`config.mk`:
```
export PLATFORM = sky130hd
export DESIGN_NAME = local_inject_ctrl_flat
export DESIGN_NICKNAME = d
export VERILOG_FILES = /design/src/rtl/local_inject_ctrl_if.sv /design/src/rtl/local_inject_ctrl.sv /design/src/flat_wrapper.sv
export SDC_FILE = /design/constraint.sdc
export NUM_CORES = 1
export LEC_CHECK = 0
export ABC_AREA = 1
export CORE_ASPECT_RATIO = 1.2
export CORE_MARGIN = 3
export CORE_UTILIZATION = 30
export DETAILED_ROUTE_END_ITERATION = 12
export PLACE_DENSITY = 0.5
export SLEW_MARGIN = 20
export SYNTH_ARGS = -nofsm -noshare
export SYNTH_HDL_FRONTEND = slang
export SYNTH_SLANG_ARGS = --single-unit
```
`constraint.sdc`:
```
create_clock -name clk -period 6.2 [get_ports clk]
set_input_delay 0.62 -clock clk [delete_from_list [all_inputs] [get_ports clk]]
set_output_delay 0.62 -clock clk [all_outputs]
set_load 0.01 [all_outputs]
```
`src/rtl/local_inject_ctrl_if.sv`:
```
// Injection-port bundle: NI-side offer, router-side channel occupancy, and grant/status back.
// master = NI/router driver side, slave = the injection controller.
interface local_inject_ctrl_if #(
  parameter int NUM_CHANNEL = 5,
  parameter int FLIT_W      = 64,
  parameter int FIFO_DEPTH  = 4
);
  logic [NUM_CHANNEL-1:0]        validIn;
  logic                          inj_valid;
  logic [FLIT_W-1:0]             inj_flit;
  logic                          inj_ready;
  logic [NUM_CHANNEL-1:0]        grant;
  logic [FLIT_W-1:0]             inj_flit_out;
  logic [$clog2(FIFO_DEPTH):0]   fifo_count;
  logic                          starve;

  modport master (
    output validIn, inj_valid, inj_flit,
    input  inj_ready, grant, inj_flit_out, fifo_count, starve
  );

  modport slave (
    input  validIn, inj_valid, inj_flit,
    output inj_ready, grant, inj_flit_out, fifo_count, starve
  );
endinterface

```
`src/rtl/local_inject_ctrl.sv`:
```
// Local-injection controller: queues NI flits, grants the head to the first idle channel (1-cycle head latency, no bypass).
// Backpressure: inj_ready = ~full; optional rotating priority via INJ_ROUND_ROBIN_EN, else fixed lowest-index priority.
module local_inject_ctrl #(
  parameter int NUM_CHANNEL   = 5,
  parameter int FLIT_W        = 64,
  parameter int FIFO_DEPTH    = 4,
  parameter int STARVE_THRESH = 8,
  parameter int CNT_W         = 4
) (
  input  logic              clk,
  input  logic              reset,
  local_inject_ctrl_if.slave bus
);

  localparam int PTR_W = (FIFO_DEPTH > 1) ? $clog2(FIFO_DEPTH) : 1;
  localparam int OCC_W = $clog2(FIFO_DEPTH) + 1;
  localparam int CH_W  = (NUM_CHANNEL > 1) ? $clog2(NUM_CHANNEL) : 1;

  localparam logic [OCC_W-1:0] DEPTH_V  = OCC_W'(FIFO_DEPTH);
  localparam logic [CNT_W-1:0] THRESH_V = CNT_W'(STARVE_THRESH);
  localparam logic [CNT_W-1:0] CNT_MAX  = '1;
  localparam logic [CH_W-1:0]  LAST_CH  = CH_W'(NUM_CHANNEL - 1);

  logic [FLIT_W-1:0]      mem_q [FIFO_DEPTH];
  logic [PTR_W-1:0]       wr_ptr_q, wr_ptr_d;
  logic [PTR_W-1:0]       rd_ptr_q, rd_ptr_d;
  logic [OCC_W-1:0]       count_q, count_d;
  logic [CNT_W-1:0]       starve_cnt_q, starve_cnt_d;
  logic                   starve_q, starve_d;

  logic                   fifo_empty;
  logic                   fifo_full;
  logic                   push;
  logic                   pop;
  logic [CH_W-1:0]        prio;
  logic [CH_W-1:0]        gnt_idx;
  logic                   gnt_found;
  logic [NUM_CHANNEL-1:0] grant;
  int                     idx;

  assign fifo_empty = (count_q == '0);
  assign fifo_full  = (count_q == DEPTH_V);
  assign push       = bus.inj_valid && !fifo_full;
  assign pop        = |grant;

`ifdef INJ_ROUND_ROBIN_EN
  logic [CH_W-1:0] prio_q, prio_d;

  always_comb begin
    prio_d = prio_q;
    if (pop) begin
      prio_d = (gnt_idx == LAST_CH) ? '0 : gnt_idx + 1'b1;
    end
  end

  always_ff @(posedge clk or posedge reset) begin
    if (reset) prio_q <= '0;
    else       prio_q <= prio_d;
  end

  assign prio = prio_q;
`else
  assign prio = '0;
`endif

  // Scan channels starting at the priority pointer, wrapping once; first idle channel wins.
  always_comb begin
    gnt_idx   = '0;
    gnt_found = 1'b0;
    grant     = '0;
    idx       = 0;
    if (!fifo_empty) begin
      for (int i = 0; i < NUM_CHANNEL; i++) begin
        idx = int'(prio) + i;
        if (idx >= NUM_CHANNEL) idx = idx - NUM_CHANNEL;
        if (!gnt_found && !bus.validIn[idx]) begin
          gnt_found = 1'b1;
          gnt_idx   = CH_W'(idx);
        end
      end
    end
    if (gnt_found) grant = NUM_CHANNEL'(1) << gnt_idx;
  end

  always_comb begin
    wr_ptr_d = push ? wr_ptr_q + 1'b1 : wr_ptr_q;
    rd_ptr_d = pop  ? rd_ptr_q + 1'b1 : rd_ptr_q;
    count_d  = count_q;
    case ({push, pop})
      2'b10:   count_d = count_q + 1'b1;
      2'b01:   count_d = count_q - 1'b1;
      default: count_d = count_q;
    endcase
  end

  // Non-empty without a pop means the head was blocked this cycle.
  always_comb begin
    starve_cnt_d = starve_cnt_q;
    if (pop || fifo_empty) begin
      starve_cnt_d = '0;
    end else if (starve_cnt_q != CNT_MAX) begin
      starve_cnt_d = starve_cnt_q + 1'b1;
    end
    starve_d = (starve_cnt_d >= THRESH_V);
  end

  always_ff @(posedge clk or posedge reset) begin
    if (reset) begin
      wr_ptr_q     <= '0;
      rd_ptr_q     <= '0;
      count_q      <= '0;
      starve_cnt_q <= '0;
      starve_q     <= 1'b0;
    end else begin
      wr_ptr_q     <= wr_ptr_d;
      rd_ptr_q     <= rd_ptr_d;
      count_q      <= count_d;
      starve_cnt_q <= starve_cnt_d;
      starve_q     <= starve_d;
    end
  end

  // Storage needs no reset: occupancy is governed entirely by the pointers.
  always_ff @(posedge clk) begin
    if (push) mem_q[wr_ptr_q] <= bus.inj_flit;
  end

  assign bus.inj_ready    = !fifo_full;
  assign bus.grant        = grant;
  assign bus.inj_flit_out = mem_q[rd_ptr_q];
  assign bus.fifo_count   = count_q;
  assign bus.starve       = starve_q;

endmodule

```
`src/flat_wrapper.sv`:
```
// flat-port wrapper written by rule: the top's interface ports become plain ports
module local_inject_ctrl_flat 
#(
  parameter int NUM_CHANNEL   = 5,
  parameter int FLIT_W        = 64,
  parameter int FIFO_DEPTH    = 4,
  parameter int STARVE_THRESH = 8,
  parameter int CNT_W         = 4
)
  (clk, reset, bus_validIn, bus_inj_valid, bus_inj_flit, bus_inj_ready, bus_grant, bus_inj_flit_out, bus_fifo_count, bus_starve);
  local_inject_ctrl_if #(.NUM_CHANNEL(NUM_CHANNEL), .FLIT_W(FLIT_W), .FIFO_DEPTH(FIFO_DEPTH)) bus_i ();
  input  logic clk;
  input  logic reset;
  input wire logic [$bits(bus_i.validIn)-1:0] bus_validIn;
  input wire logic [$bits(bus_i.inj_valid)-1:0] bus_inj_valid;
  input wire logic [$bits(bus_i.inj_flit)-1:0] bus_inj_flit;
  output wire logic [$bits(bus_i.inj_ready)-1:0] bus_inj_ready;
  output wire logic [$bits(bus_i.grant)-1:0] bus_grant;
  output wire logic [$bits(bus_i.inj_flit_out)-1:0] bus_inj_flit_out;
  output wire logic [$bits(bus_i.fifo_count)-1:0] bus_fifo_count;
  output wire logic [$bits(bus_i.starve)-1:0] bus_starve;
  assign bus_i.validIn = bus_validIn;
  assign bus_i.inj_valid = bus_inj_valid;
  assign bus_i.inj_flit = bus_inj_flit;
  assign bus_inj_ready = bus_i.inj_ready;
  assign bus_grant = bus_i.grant;
  assign bus_inj_flit_out = bus_i.inj_flit_out;
  assign bus_fifo_count = bus_i.fifo_count;
  assign bus_starve = bus_i.starve;
  local_inject_ctrl #(.NUM_CHANNEL(NUM_CHANNEL), .FLIT_W(FLIT_W), .FIFO_DEPTH(FIFO_DEPTH), .STARVE_THRESH(STARVE_THRESH), .CNT_W(CNT_W)) u_core (.clk(clk), .reset(reset), .bus(bus_i));
endmodule
```
==> metrics <==
Worst R2R End u_core.mem_q[2][44]; register area share after synthesis 78.17%; 1st-pass router iterations 4; Initial Utilization 30.65%; Cell variety after synth 24; first-pass GRT wire length 36.41 mm; leading cell type in the layout, fill and taps excluded edfxtp_1; Die Y 208.2 µm; period utilization 70.52%; area grow syn2layout 26.13%; PostCTS Resize Cnt 0; largest net degree at the start of global routing 92; Slew headroom 30.01%; GRT overflow 0; setup bufs post-CTS 0; final net count 934; CTS H-tree lvls 1; routed wire length 23.59 mm; Power per Cell Area 494.4 nW/µm²; Tmin final 4373 ps; Final GP Congestion 0.6979; synthesized area per cell 14.35 µm²; Residual DRC 0; Pleak 4.257 nW; portion of netlist area occupied by mux cells 0%; number of global-route vias before repair 6381; PortBufs 145; Avg WL per Cell 17.86 µm; minimum setup slack among reg-to-reg paths 3450 ps; fillers 3161; synth top area cells edfxtp_1 75%, nor2_1 5.3%, o22ai_1 3.9%, o21ai_0 3.6%, dfrtp_1 2.9%; vias per std cell 4.604; Max Slew Vio Count 0; fmax 0.2287 GHz; Yosys warnings 0; Post-Syn Area 10220 µm²; cells after synthesis 712; Simple-Gate Fraction of Synth Area 6.306%; CTS sink cnt 268; critical path class flop to output port; Max VDD drop 0.2025 mV; RSZ-0062 raised after global routing false; Setup Total Neg Slack 0 ps; worst hold path class input pin to asynchronous set/reset pin; Clock Path Buffers 3; Least-Margin Pin Slew 1050 ps; CP Capture Type output port; number of buffers created by CTS 28; Synth Register Bits 268; Compound-Gate Fraction of Synth Area 10.53%; Crit Reg-Reg Startpoint u_core.bus.fifo_count[0]; CTS tree yes; initial antenna violation count 1; DIE WIDTH 174.5 µm; via count 6082; initial drt markers 300; I/O Pins 146; final setup fails 0; hold buffers post-CTS 0; core footprint 33340 µm²; WP data arrival 3750 ps; Yosys top cell area share 75.23%; Routed Antenna Nets 0; Final Hold Viols 0; ant diodes 0; clock root buffer clkbuf_16; Final HPWL DP 12.68 mm; Tot GR Track Use 12.74%; num rows 73; Clock Latency Late Sink 530 ps; largest area contributor in the netlist edfxtp_1; commonest non-fill, non-tap cells in the layout 256 x edfxtp_1, 145 x clkdlybuf4s50_1, 139 x nor2_1, 73 x o21ai_0, 64 x o22ai_1; CP required 5580 ps; max_cap viols 0; Mapped Nets 791; Critical Path Fanout Max 91; layout cells sized above 1 5.741%; adder-cell share of the synthesized area 0.9306%; XOR/XNOR share of the synthesized area 0.6000%; Startpoint Class flop; main combinational cell family by area after synthesis compound AO/OA/AOI/OAI gates; fin util 38.66%; Clock Skew 12.55 ps; Clock Pin Slew Worst Setup and Hold Paths 60 ps; Worst Reg-to-Reg Cells 5; status complete, no violations; Die ar. 36320 µm²
-- synthesized netlist by cell type --
master      n
o21ai_0    73
buf_1       1
xor2_1      5
nand4_1     1
inv_4       1
clkinv_1    1
ha_1        6
or2_2       1
o22ai_1    64
nand2_1    16
xnor2_1     2
nor2_1    143
nand3_1     7
a21oi_1     4
buf_6      12
dfrtp_1    12
buf_4       5
clkbuf_1   18
buf_2       3
clkbuf_2    2
edfxtp_1  256
fa_1        1
o21ai_1    58
inv_1      20
-- sequential cells by signal, summed over array words and instances (netlist names) --
signal / count
u_core.mem_q: 256
u_core.starve_cnt_q: 4
u_core.bus.starve: 1
u_core.wr_ptr_q: 2
u_core.bus.fifo_count: 3
u_core.rd_ptr_q: 2
-- worst max-delay path: stages (launching register included) --
cell and delay, ps:
dfrtp_4 740, inv_4 780, buf_4 550, o21ai_0 140, o22ai_1 250, clkdlybuf4s50_1 590
-- routing by layer --
metal  share of wire [%]  global-route usage (%)
met5               0.055                       0
met4                 1.5                   2.997
met3                 4.9                   2.610
met2                  52                   23.18
met1                  41                   15.45
-- logic make-up after synthesis --
logic type,after synthesis
flops,268
compound gates,199
simple gates,168
buf+inv,63
xor+xnor,7
fa+ha+maj,7
-- worst max path at each step --
stage	end	cells past startpoint	start	slack [ps]
after floorplan	u_core.mem_q[0][0]	4	u_core.bus.fifo_count[0]	2210
after global placement	bus_inj_flit_out[59]	5	u_core.rd_ptr_q[0]	2390
after detailed placement	bus_inj_flit_out[62]	5	u_core.rd_ptr_q[0]	2380
after CTS	bus_inj_flit_out[62]	5	u_core.rd_ptr_q[0]	1810
after global routing	bus_inj_flit_out[49]	5	u_core.rd_ptr_q[0]	1600
final	bus_inj_flit_out[59]	5	u_core.rd_ptr_q[0]	1830
-- final cells by class --
| type | count | area, µm² | area share [%] |
|---|---|---|---|
| clock buffers | 39 | 763.2 | 5.922 |
| clock inverters | 7 | 58.81 | 0.4563 |
| inverters | 22 | 85.08 | 0.6601 |
| multi-input cells | 381 | 1907 | 14.79 |
| flip-flops and latches | 268 | 7993 | 62.01 |
| well taps | 450 | 563.0 | 4.369 |
| repair buffers | 154 | 1519 | 11.79 |
-- where the power goes --
part	switching [mW]	leakage [nW]	internal [mW]
Clock	0.634	0.398	0.889
Sequential	0.153	2.49	2.39
Combinational	1.33	1.37	0.975
-- per-stage QoR --
step                cell area (µm²)  worst slack [ps]  hold slack, ps  instances  total power, mW
global placement              12070              2385           524.8       1275            4.954
finish                        12890              1827           413.5       1321            6.372
CTS                           12890              1805           408.6       1321            6.509
global route                  12890              1602           458.7       1321            6.798
floorplan                     10220              2212           484.7        712            3.841
detailed placement            12070              2379           543.7       1275            4.958
Power figures use the tool's default switching activity.
